**config.mk**
```make
export PLATFORM = sky130hd
export DESIGN_NAME = gshare_predictor_v2_flat
export DESIGN_NICKNAME = d
export VERILOG_FILES = /design/src/rtl/gshare_pkg.sv /design/src/rtl/gshare_predictor_v2_if.sv /design/src/rtl/gshare_pht.sv /design/src/rtl/gshare_predictor_v2.sv /design/src/flat_wrapper.sv
export SDC_FILE = /design/constraint.sdc
export NUM_CORES = 1
export LEC_CHECK = 0
export CAP_MARGIN = 20
export CELL_PAD_IN_SITES_DETAIL_PLACEMENT = 1
export CELL_PAD_IN_SITES_GLOBAL_PLACEMENT = 2
export CORE_UTILIZATION = 44
export CTS_BUF_LIST = sky130_fd_sc_hd__clkbuf_8
export CTS_CLUSTER_DIAMETER = 80
export DETAILED_ROUTE_END_ITERATION = 12
export PLACE_DENSITY_LB_ADDON = 0.1
export SYNTH_ARGS = -nofsm -noshare
export SYNTH_HDL_FRONTEND = slang
export SYNTH_SLANG_ARGS = --single-unit
```
**constraint.sdc**
```tcl
create_clock -name clk -period 10.8 [get_ports clk]
set_input_delay 1.08 -clock clk [delete_from_list [all_inputs] [get_ports clk]]
set_output_delay 1.08 -clock clk [all_outputs]
set_load 0.02 [all_outputs]
```
**src/rtl/gshare_pkg.sv**
```systemverilog
// Shared types and helpers for the gshare branch predictor.
package gshare_pkg;

  // Predictor lifecycle: table sweep after reset, then normal operation.
  typedef enum logic {
    ST_INIT = 1'b0,
    ST_RUN  = 1'b1
  } state_t;

  // Saturating up/down step for a counter of 'width' bits (1..32).
  // Values are carried in 32 bits; callers truncate to their own width.
  function automatic logic [31:0] sat_step(input logic [31:0] val,
                                           input logic        up,
                                           input int unsigned width);
    logic [31:0] max_v;
    logic [31:0] res;
    max_v = 32'hFFFF_FFFF >> (32 - width);
    res   = val;
    if (up) begin
      if (val < max_v) res = val + 32'd1;
    end else begin
      if (val != 32'd0) res = val - 32'd1;
    end
    return res;
  endfunction

endpackage

```
**src/rtl/gshare_predictor_v2_if.sv**
```systemverilog
// Fetch-side / resolution-side bundle for the gshare predictor.
//
// Handshake: there is no ready signal. While the predictor is in RUN every
// cycle with predict_valid or train_valid high is consumed on the next
// rising edge; while init_busy is high both valids are ignored entirely.
// predict_taken/predict_history are combinational from predict_pc and the
// current global history, valid in the same cycle as the request.
interface gshare_predictor_v2_if #(
  parameter int PC_W   = 7,
  parameter int HIST_W = 7,
  parameter int STAT_W = 16
) ();

  logic                  predict_valid;
  logic [PC_W-1:0]       predict_pc;
  logic                  predict_taken;
  logic [HIST_W-1:0]     predict_history;

  logic                  train_valid;
  logic [PC_W-1:0]       train_pc;
  logic                  train_taken;
  logic                  train_mispredicted;
  logic [HIST_W-1:0]     train_history;

  logic                  init_busy;
  logic [STAT_W-1:0]     stat_predicts;
  logic [STAT_W-1:0]     stat_mispredicts;

  // Debug view of the FSM state.
  gshare_pkg::state_t    state;

  // Requester side (fetch + branch resolution).
  modport master (
    output predict_valid, predict_pc,
    output train_valid, train_pc, train_taken, train_mispredicted, train_history,
    input  predict_taken, predict_history,
    input  init_busy, stat_predicts, stat_mispredicts, state
  );

  // Predictor side.
  modport slave (
    input  predict_valid, predict_pc,
    input  train_valid, train_pc, train_taken, train_mispredicted, train_history,
    output predict_taken, predict_history,
    output init_busy, stat_predicts, stat_mispredicts, state
  );

endinterface

```
**src/rtl/gshare_pht.sv**
```systemverilog
// Pattern history table: 2^HIST_W saturating counters, one asynchronous
// read port and one synchronous write port. The write port either loads a
// value (init sweep) or steps the addressed counter up/down with saturation
// (training), so the read-modify-write for training stays inside the table.
module gshare_pht
  import gshare_pkg::*;
#(
  parameter int HIST_W = 7,
  parameter int CTR_W  = 2
) (
  input  logic              clk,
  input  logic [HIST_W-1:0] rd_addr_i,
  output logic [CTR_W-1:0]  rd_data_o,
  input  logic              we_i,
  input  logic [HIST_W-1:0] wr_addr_i,
  input  logic              wr_load_i,
  input  logic [CTR_W-1:0]  wr_data_i,
  input  logic              wr_up_i
);

  localparam int DEPTH = 1 << HIST_W;

  logic [CTR_W-1:0] mem_q [DEPTH];
  logic [CTR_W-1:0] wr_val;

  // Read is combinational; a same-cycle write is seen only after the edge.
  assign rd_data_o = mem_q[rd_addr_i];

  // Value written: load for the sweep, saturating step for training.
  always_comb begin
    wr_val = wr_data_i;
    if (!wr_load_i) begin
      wr_val = CTR_W'(sat_step(32'(mem_q[wr_addr_i]), wr_up_i, CTR_W));
    end
  end

  // Single write port; contents need no reset because the sweep rewrites them.
  always_ff @(posedge clk) begin
    if (we_i) begin
      mem_q[wr_addr_i] <= wr_val;
    end
  end

endmodule

```
**src/rtl/gshare_predictor_v2.sv**
```systemverilog
// gshare branch direction predictor: PHT indexed by PC XOR global history,
// speculative history update on predict, history repair on mispredict,
// post-reset table sweep and saturating statistics. HIST_W must be >= 2
// and PC_W >= HIST_W.
module gshare_predictor_v2
  import gshare_pkg::*;
#(
  parameter int PC_W     = 7,
  parameter int HIST_W   = 7,
  parameter int CTR_W    = 2,
  parameter int INIT_CTR = 1,
  parameter int STAT_W   = 16
) (
  input  logic                 clk,
  input  logic                 rst_n,
  gshare_predictor_v2_if.slave bus
);

  state_t            state_q;
  logic              init_busy_q;
  logic [HIST_W-1:0] sweep_q;
  logic [HIST_W-1:0] ghr_q;
  logic [HIST_W-1:0] ghr_d;
  logic [STAT_W-1:0] stat_pred_q;
  logic [STAT_W-1:0] stat_pred_d;
  logic [STAT_W-1:0] stat_misp_q;
  logic [STAT_W-1:0] stat_misp_d;

  logic              run;
  logic              accept_pred;
  logic              accept_train;
  logic              repair;
  logic              pred_taken;
  logic [HIST_W-1:0] pred_idx;
  logic [HIST_W-1:0] train_idx;
  logic [CTR_W-1:0]  rd_ctr;

  logic              pht_we;
  logic [HIST_W-1:0] pht_waddr;
  logic              pht_load;

  assign run          = (state_q == ST_RUN);
  assign accept_pred  = run && bus.predict_valid;
  assign accept_train = run && bus.train_valid;
  assign repair       = accept_train && bus.train_mispredicted;

  assign pred_idx  = bus.predict_pc[HIST_W-1:0] ^ ghr_q;
  assign train_idx = bus.train_pc[HIST_W-1:0] ^ bus.train_history;

  // Prediction is forced to not-taken with zero history while sweeping.
  assign pred_taken = run && rd_ctr[CTR_W-1];

  // The sweep owns the write port in INIT; training owns it in RUN.
  assign pht_we    = !run || accept_train;
  assign pht_waddr = run ? train_idx : sweep_q;
  assign pht_load  = !run;

  gshare_pht #(
    .HIST_W (HIST_W),
    .CTR_W  (CTR_W)
  ) u_pht (
    .clk       (clk),
    .rd_addr_i (pred_idx),
    .rd_data_o (rd_ctr),
    .we_i      (pht_we),
    .wr_addr_i (pht_waddr),
    .wr_load_i (pht_load),
    .wr_data_i (CTR_W'(INIT_CTR)),
    .wr_up_i   (bus.train_taken)
  );

  // FSM: sweep one PHT entry per cycle from address 0, then run forever.
  always_ff @(posedge clk) begin
    if (!rst_n) begin
      state_q     <= ST_INIT;
      init_busy_q <= 1'b1;
      sweep_q     <= '0;
    end else begin
      case (state_q)
        ST_INIT: begin
          sweep_q <= sweep_q + 1'b1;
          if (&sweep_q) begin
            state_q     <= ST_RUN;
            init_busy_q <= 1'b0;
          end
        end
        ST_RUN: begin
          state_q     <= ST_RUN;
          init_busy_q <= 1'b0;
        end
        default: begin
          state_q     <= ST_INIT;
          init_busy_q <= 1'b1;
          sweep_q     <= '0;
        end
      endcase
    end
  end

  // Next GHR: a mispredict repair overrides the speculative shift.
  always_comb begin
    ghr_d = ghr_q;
    if (repair) begin
      ghr_d = {bus.train_history[HIST_W-2:0], bus.train_taken};
    end else if (accept_pred) begin
      ghr_d = {ghr_q[HIST_W-2:0], pred_taken};
    end
  end

  // Next statistics values: saturating increments on accepted events.
  always_comb begin
    stat_pred_d = stat_pred_q;
    stat_misp_d = stat_misp_q;
    if (accept_pred) begin
      stat_pred_d = STAT_W'(sat_step(32'(stat_pred_q), 1'b1, STAT_W));
    end
    if (repair) begin
      stat_misp_d = STAT_W'(sat_step(32'(stat_misp_q), 1'b1, STAT_W));
    end
  end

  // History and statistics registers.
  always_ff @(posedge clk) begin
    if (!rst_n) begin
      ghr_q       <= '0;
      stat_pred_q <= '0;
      stat_misp_q <= '0;
    end else begin
      ghr_q       <= ghr_d;
      stat_pred_q <= stat_pred_d;
      stat_misp_q <= stat_misp_d;
    end
  end

  assign bus.predict_taken    = pred_taken;
  assign bus.predict_history  = run ? ghr_q : '0;
  assign bus.init_busy        = init_busy_q;
  assign bus.stat_predicts    = stat_pred_q;
  assign bus.stat_mispredicts = stat_misp_q;
  assign bus.state            = state_q;

endmodule

```
**src/flat_wrapper.sv**
```systemverilog
// flat-port wrapper written by rule: the top's interface ports become plain ports
module gshare_predictor_v2_flat import gshare_pkg::*;
#(
  parameter int PC_W     = 7,
  parameter int HIST_W   = 7,
  parameter int CTR_W    = 2,
  parameter int INIT_CTR = 1,
  parameter int STAT_W   = 16
)
  (clk, rst_n, bus_predict_valid, bus_predict_pc, bus_train_valid, bus_train_pc, bus_train_taken, bus_train_mispredicted, bus_train_history, bus_predict_taken, bus_predict_history, bus_init_busy, bus_stat_predicts, bus_stat_mispredicts, bus_state);
  gshare_predictor_v2_if #(.PC_W(PC_W), .HIST_W(HIST_W), .STAT_W(STAT_W)) bus_i ();
  input  logic clk;
  input  logic rst_n;
  input wire logic [$bits(bus_i.predict_valid)-1:0] bus_predict_valid;
  input wire logic [$bits(bus_i.predict_pc)-1:0] bus_predict_pc;
  input wire logic [$bits(bus_i.train_valid)-1:0] bus_train_valid;
  input wire logic [$bits(bus_i.train_pc)-1:0] bus_train_pc;
  input wire logic [$bits(bus_i.train_taken)-1:0] bus_train_taken;
  input wire logic [$bits(bus_i.train_mispredicted)-1:0] bus_train_mispredicted;
  input wire logic [$bits(bus_i.train_history)-1:0] bus_train_history;
  output wire logic [$bits(bus_i.predict_taken)-1:0] bus_predict_taken;
  output wire logic [$bits(bus_i.predict_history)-1:0] bus_predict_history;
  output wire logic [$bits(bus_i.init_busy)-1:0] bus_init_busy;
  output wire logic [$bits(bus_i.stat_predicts)-1:0] bus_stat_predicts;
  output wire logic [$bits(bus_i.stat_mispredicts)-1:0] bus_stat_mispredicts;
  output wire logic [$bits(bus_i.state)-1:0] bus_state;
  assign bus_i.predict_valid = bus_predict_valid;
  assign bus_i.predict_pc = bus_predict_pc;
  assign bus_i.train_valid = bus_train_valid;
  assign bus_i.train_pc = bus_train_pc;
  assign bus_i.train_taken = bus_train_taken;
  assign bus_i.train_mispredicted = bus_train_mispredicted;
  assign bus_i.train_history = bus_train_history;
  assign bus_predict_taken = bus_i.predict_taken;
  assign bus_predict_history = bus_i.predict_history;
  assign bus_init_busy = bus_i.init_busy;
  assign bus_stat_predicts = bus_i.stat_predicts;
  assign bus_stat_mispredicts = bus_i.stat_mispredicts;
  assign bus_state = bus_i.state;
  gshare_predictor_v2 #(.PC_W(PC_W), .HIST_W(HIST_W), .CTR_W(CTR_W), .INIT_CTR(INIT_CTR), .STAT_W(STAT_W)) u_core (.clk(clk), .rst_n(rst_n), .bus(bus_i));
endmodule
```
Word level (Yosys, flattened, before mapping)
Memories as Yosys holds them, arrays and structs flattened.
Index checks and enable logic that the tools add are counted.
{ "classes": {"n_addsub": 5, "mul": 0, "div": 0, "order_cmp": 3, "n_eq_ne": 1, "shift": 0, "muxes": 14, "bitwise_logic": 3, "reduce_logical": 11} }
{ "op_table": {"columns": ["op", "count"], "rows": [
  ["adder 16 x 1 -> 16 bit, second input constant", 2],
  ["less-than comparator 16 bit, second input constant", 2],
  ["two-way mux 7 bit", 4],
  ["XOR 7 bit", 2],
  ["two-way mux 2 bit", 4],
  ["adder 7 x 1 -> 7 bit, second input constant", 1],
  ["AND reduction 7 bit", 1],
  ["logical AND 1 bit", 4],
  ["two-way mux 1 bit", 4],
  ["case mux 1 bit (2 select lines)", 2],
  ["AND reduction 2 bit", 2],
  ["nonzero test 2 bit", 2],
  ["adder 2 x 1 -> 2 bit, second input constant", 1],
  ["less-than comparator 2 bit, second input constant", 1],
  ["!= test 2 x 1 -> 1 bit, second input constant", 1],
  ["subtractor 2 x 1 -> 2 bit, second input constant", 1],
  ["zero test 1 bit", 1],
  ["logical OR 1 bit", 1],
  ["NOT 1 bit", 1]
]} }
{ "word_totals": {"register_bits": 48, "latch_bits": 0, "mem_bits_rw": 256, "mem_bits_ro": 0, "input_bits": 27, "out_inout_bits": 42, "elab_cells": 44, "n_memories": 1} }
{ "mem_list": {"columns": ["memory", "depth", "width", "read_ports", "rd_clocked_by_memory_dff", "write_ports", "line_no", "source"], "rows": [
  ["u_core.u_pht.mem_q", 128, 2, 2, 0, 1, "gshare_pht.sv:23", "logic [CTR_W-1:0] mem_q [DEPTH];"]
]} }

Longest topological paths before layout
An unclocked memory read counts as a cell.
{ "logic_depth": {"ltp_word": 7, "mapped_depth": 14, "mapped_depth_nobuf": 9} }

Hierarchy
From an unflattened synthesis, not the netlist that was laid out.
{ "hier_totals": {"hier_cells": 1146, "hier_area_um2": 15302.2} }
{ "by_module_without_submodules": {"columns": ["mod", "instances", "cells_per_inst", "area_per_inst_um2", "seq_area_each_um2"], "rows": [
  ["gshare_pht", 1, 838, 12729.7, 7687.4],
  ["gshare_predictor_v2", 1, 308, 2572.5, 960.9]
]} }

Least setup slack after synthesis
No wires, ideal clock.
{ "synth_path": {"kind": "in2reg", "from": "in bus_train_history[2]", "to": "mem u_core.u_pht.mem_q[0][1], data pin", "setup_time_ps": 1241, "t_arrival_ps": 8223, "required_time_ps": 9559, "slack_ps": 1336, "path_stages": 10, "path_buffers": 1, "path_cell_list": "xor2_1 -> a21o_1 -> buf_2 -> nor2_1 -> a32oi_1 -> a31oi_1 -> or4_1 -> nor4_2 -> nand3_1 -> o32ai_1"} }
{ "synth_via": {"elab_chain_cells": 7, "elab_cells_between_ends": 11, "classes_between": "add/sub (2); order compare (1); mux (5); bitwise (1); reduce/logical (1); memory (1)"} }
{ "synth_rtl": {"columns": ["element", "line_no", "source"], "rows": [
  ["from (decl)", "flat_wrapper.sv:20", "input wire logic [$bits(bus_i.train_history)-1:0] bus_train_history;"],
  ["XOR 7 bit *", "gshare_predictor_v2.sv:48", "assign train_idx = bus.train_pc[HIST_W-1:0] ^ bus.train_history;"],
  ["two-way mux 7 bit *", "gshare_predictor_v2.sv:55", "assign pht_waddr = run ? train_idx : sweep_q;"],
  ["memory read (128 x 2 bit) *", null, null],
  ["subtractor 2 x 1 -> 2 bit, or another cell as far along", "gshare_pkg.sv:22", "if (val != 32'd0) res = val - 32'd1;"],
  ["two-way mux 2 bit, on equally long branches", "gshare_pkg.sv:22, gshare_pkg.sv:20", null],
  ["two-way mux 2 bit *", "gshare_pkg.sv:19", "if (up) begin"],
  ["two-way mux 2 bit *", "gshare_pht.sv:32", "if (!wr_load_i) begin"],
  ["net u_core.u_pht.wr_val[1]", "gshare_pht.sv:24", "logic [CTR_W-1:0] wr_val;"],
  ["to (decl)", "gshare_pht.sv:23", null]
]} }
Mark *: on every way through the listed nets, which the timed path passes. The rest lies on a longest branch.

Worst setup path after layout
{ "layout_path": {"from": "in bus_predict_pc[0]", "to": "out bus_predict_taken"} }
{ "layout_via": {"elab_chain_cells": 3} }
{ "layout_rtl": {"columns": ["element", "line_no", "source"], "rows": [
  ["from (decl)", "flat_wrapper.sv:15", "input wire logic [$bits(bus_i.predict_pc)-1:0] bus_predict_pc;"],
  ["XOR 7 bit", "gshare_predictor_v2.sv:47", "assign pred_idx = bus.predict_pc[HIST_W-1:0] ^ ghr_q;"],
  ["memory read (128 x 2 bit)", null, null],
  ["logical AND 1 bit", "gshare_predictor_v2.sv:51", "assign pred_taken = run && rd_ctr[CTR_W-1];"],
  ["to (decl)", "flat_wrapper.sv:21", "output wire logic [$bits(bus_i.predict_taken)-1:0] bus_predict_taken;"]
]} }
No other way between the ends.

==> flow_summary.toml <==
[clock_network]
htreeDepth = 2
clk_latency_ns = 0.62
ctsResizeCount = 0
clockBufferDepth = 3
cts_made_buffers = 51
cts_hold_buf = 0
cts_root_buffer = "clkbuf_8"
cts_tree = "yes"
cts.clk_slew.worst_paths_ns = 0.06
cts.sinks = 304
cts_setup_buffers = 0

[sta]
slew_headroom = 0.241
skew_ns = 0.0342
min_period_ns = 5.96
finalHoldViolCount = 0
maxSlewViolCount = 0
timing.setup.tns_ns = 0
worst_slew_pin_slew_ns = 1.14
timing.final.crit_share = 0.552
final-setup-viol-count = 0
rsz0062_at_grt = "false"
clock.fmax_ghz = 0.168

[pwr]
p_leak_nw = 4.77
power.density_mw_per_mm2 = 147
peakVddDrop_uv = 87.1

[finish]
final_cell_mix = "edfxtp_1, nor2_1, nand2_1"
final_layout_size_suffix_gt1_frac = 0.125
nNetsFinal = 1245
diodes = 0
nFillCells = 3238
final_cell_area_sq_mm = 0.0163
area_growth_pct = 14.8
final_common_cell = "edfxtp_1"

[critical_path]
max_stage_delay_ns = 0.58
slowest_stage = "mux4_2"
cp_max_fo = 32
crit_top_cell = "mux4_2"
crit_family = "multiplexers"
path_class = "input pin to output port"
regToRegSetupSlack_ns = 5.34
path_cells = "clkdlybuf4s50_1 > xor2_4 > buf_4 > mux4_2 > mux4_2 > mux4_2 > mux2i_1 > nor2_1 > clkdlybuf4s50_1"
endpoint_kind = "output port"
worstSetupStartpointType = "input pin"
reg2reg_depth = 12
crit_arrival_ns = 4.88
r2r_start = "u_core.bus.state"
critPathBufInv = 3
critPathRequiredTime_ns = 9.72
r2r-end = "u_core.u_pht.mem_q[73][0]"

[floorplanning]
initial_utilization = 0.447
rows = 65
die_h_um = 181
die_x_um = 181
core_sq_mm = 0.0316
io_pins = 69
die_area_sq_mm = 0.0329

[logic_synthesis]
ys_ff_latch = 304
synth_cell_type_count = 63
synthArstFlopShare = 0
synth-edff-count = 256
syn_area_per_cell_sq_um = 12.5
synth.yosys.warnings = 0
synth_area_sq_mm = 0.0142
netlist_instances = 1130
synth_flop_cell = "edfxtp_1"
ys_seq_area_frac = 0.611
synth_nets = 1160

[grt]
gr-total-overflow = 0
antenna_found_initial = 0
grt_max_degree = 70
grt_pass1_wl_um = 67100
grtUsageTotal = 0.276
first_global_vias = 10600

[hold_path]
min_path_type = "flip-flop to flip-flop"
whs_path_depth = 2
hold-path-endpoint = "u_core.bus.init_busy"
hp-start = "u_core.bus.init_busy"

[routing]
post_drt_wl_per_cell_um = 27.0
vias = 10300
routed_wirelength_um = 44600
drtIter0Drc = 975
firstDrtPassIters = 6
drc = 0
ant_nets = 0
vias_per_cell = 6.23

[place]
placed_area_sq_mm = 0.0154
gp_congestion = 0.855
dp_hpwl_um = 28600
portBuffers = 68

[status]
outcome = "finished, final reports clean"

[run]
maxCapViolCount = 0
==> worst max-delay path by stage <==
stage | from | to | slack [ns] | cells past startpoint
final | bus_predict_pc[0] | bus_predict_taken | 4.84 | 9
after global placement | bus_train_history[2] | u_core.u_pht.mem_q[56][0] | 4.57 | 12
after detailed placement | bus_train_history[2] | u_core.u_pht.mem_q[62][0] | 4.48 | 12
after global routing | bus_train_history[2] | u_core.u_pht.mem_q[65][0] | 4.66 | 12
after floorplan | bus_train_history[2] | u_core.u_pht.mem_q[0][1] | 1.34 | 10
after CTS | bus_predict_pc[0] | bus_predict_taken | 4.81 | 9
==> metrics by stage <==
stage | utilization | hold slack, ns | power (mW) | std cells | setup WS [ns]
6_report | 0.514 | 0.472 | 2.38 | 1653 | 4.84
4_1_cts | 0.514 | 0.477 | 2.40 | 1653 | 4.81
5_1_grt | 0.514 | 0.514 | 2.46 | 1653 | 4.66
2_1_floorplan | - | 0.472 | 1.40 | 1130 | 1.34
3_3_place_gp | 0.486 | 0.457 | 1.48 | 1564 | 4.57
3_5_place_dp | 0.486 | 0.466 | 1.48 | 1564 | 4.48
==> flip-flops by register name (all words and copies together) (netlist names) <==
signal                       cells
u_core.sweep_q                   7
u_core.ghr_q                     7
u_core.bus.init_busy             1
u_core.bus.stat_predicts        16
u_core.bus.stat_mispredicts     16
u_core.u_pht.mem_q             256
u_core.bus.state                 1
==> cell type report <==
class / instances / area, sq um / share of cell area
flip-flops and latches: 304 / 8650 / 0.532
multi-input cells: 748 / 5280 / 0.325
repair buffers: 94 / 876 / 0.0539
clock buffers: 52 / 716 / 0.0440
well taps: 402 / 503 / 0.0309
clock inverters: 37 / 169 / 0.0104
inverters: 16 / 60.1 / 0.00370
==> worst register-to-register path, cell delays in order (launching register included) <==
cell and delay [ns]:
dfxtp_2 0.37, buf_4 0.32, nor2b_1 0.40, a21o_2 0.15, buf_4 0.81, nand2_1 0.56
o311ai_0 0.48, a211oi_1 0.16, a2111oi_2 0.66, nand2_1 0.16, and3_1 0.24, a32oi_4 0.24
buf_4 0.61
==> metal layers <==
metal  wire length, um  global-route usage
met1             19100               0.380
met5                 0             0.00444
met4              1670               0.118
met2             20300               0.421
met3              3520              0.0595
==> cells in the mapped netlist (3+ instances only) <==
| cell | count | area share |
|---|---|---|
| a311oi_1 | 6 | 0.0037 |
| buf_2 | 31 | 0.011 |
| nand2b_1 | 3 | 0.0013 |
| or4_1 | 3 | 0.0016 |
| a211o_1 | 6 | 0.0037 |
| a211oi_1 | 17 | 0.0090 |
| nor4_1 | 7 | 0.0031 |
| a31oi_1 | 10 | 0.0044 |
| o311ai_0 | 3 | 0.0019 |
| nand4_1 | 14 | 0.0062 |
| a32oi_1 | 4 | 0.0025 |
| nor2_1 | 200 | 0.053 |
| a221oi_1 | 10 | 0.0062 |
| o21ai_0 | 24 | 0.0085 |
| o22ai_1 | 13 | 0.0057 |
| a22oi_1 | 7 | 0.0037 |
| or3_1 | 13 | 0.0057 |
| clkbuf_1 | 23 | 0.0061 |
| o31ai_1 | 4 | 0.0021 |
| mux4_2 | 44 | 0.070 |
| nand2_1 | 83 | 0.022 |
| o211ai_1 | 6 | 0.0032 |
| and3_1 | 4 | 0.0018 |
| xor2_1 | 24 | 0.015 |
| a22o_1 | 5 | 0.0031 |
| dfxtp_1 | 48 | 0.068 |
| a21oi_1 | 28 | 0.0099 |
| mux2_2 | 12 | 0.0095 |
| edfxtp_1 | 256 | 0.54 |
| nor3_1 | 18 | 0.0064 |
| and2_1 | 8 | 0.0035 |
| nor2b_1 | 4 | 0.0018 |
| o221ai_1 | 6 | 0.0037 |
| nand3_1 | 50 | 0.018 |
| o32ai_1 | 6 | 0.0037 |
| a21o_1 | 7 | 0.0037 |
| inv_1 | 15 | 0.0040 |
| ha_1 | 3 | 0.0027 |
| xnor2_1 | 16 | 0.0099 |
| mux2i_1 | 53 | 0.037 |
| buf_1 | 5 | 0.0013 |
==> cells by family (layout without fill, tap and decap cells) <==
family                     after synthesis  after routing  share of synthesized area
and+or+nand+nor                        411            411                      0.127
muxes                                  109            109                      0.117
adders and majority gates                3              3                    0.00265
DFF                                    304            304                      0.611
buffers and inverters                   78            199                     0.0245
AOI/OAI and AO/OA                      185            185                     0.0933
xor gates and xnor gates                40             40                     0.0247
==> power breakdown <==
part / internal [mW] / total (mW) / switching (mW)
Clock: 0.447 / 0.920 / 0.473
Sequential: 1.26 / 1.26 / 0.00197
Combinational: 0.0683 / 0.204 / 0.135
Note: power is estimated with default switching activity, not from simulation.
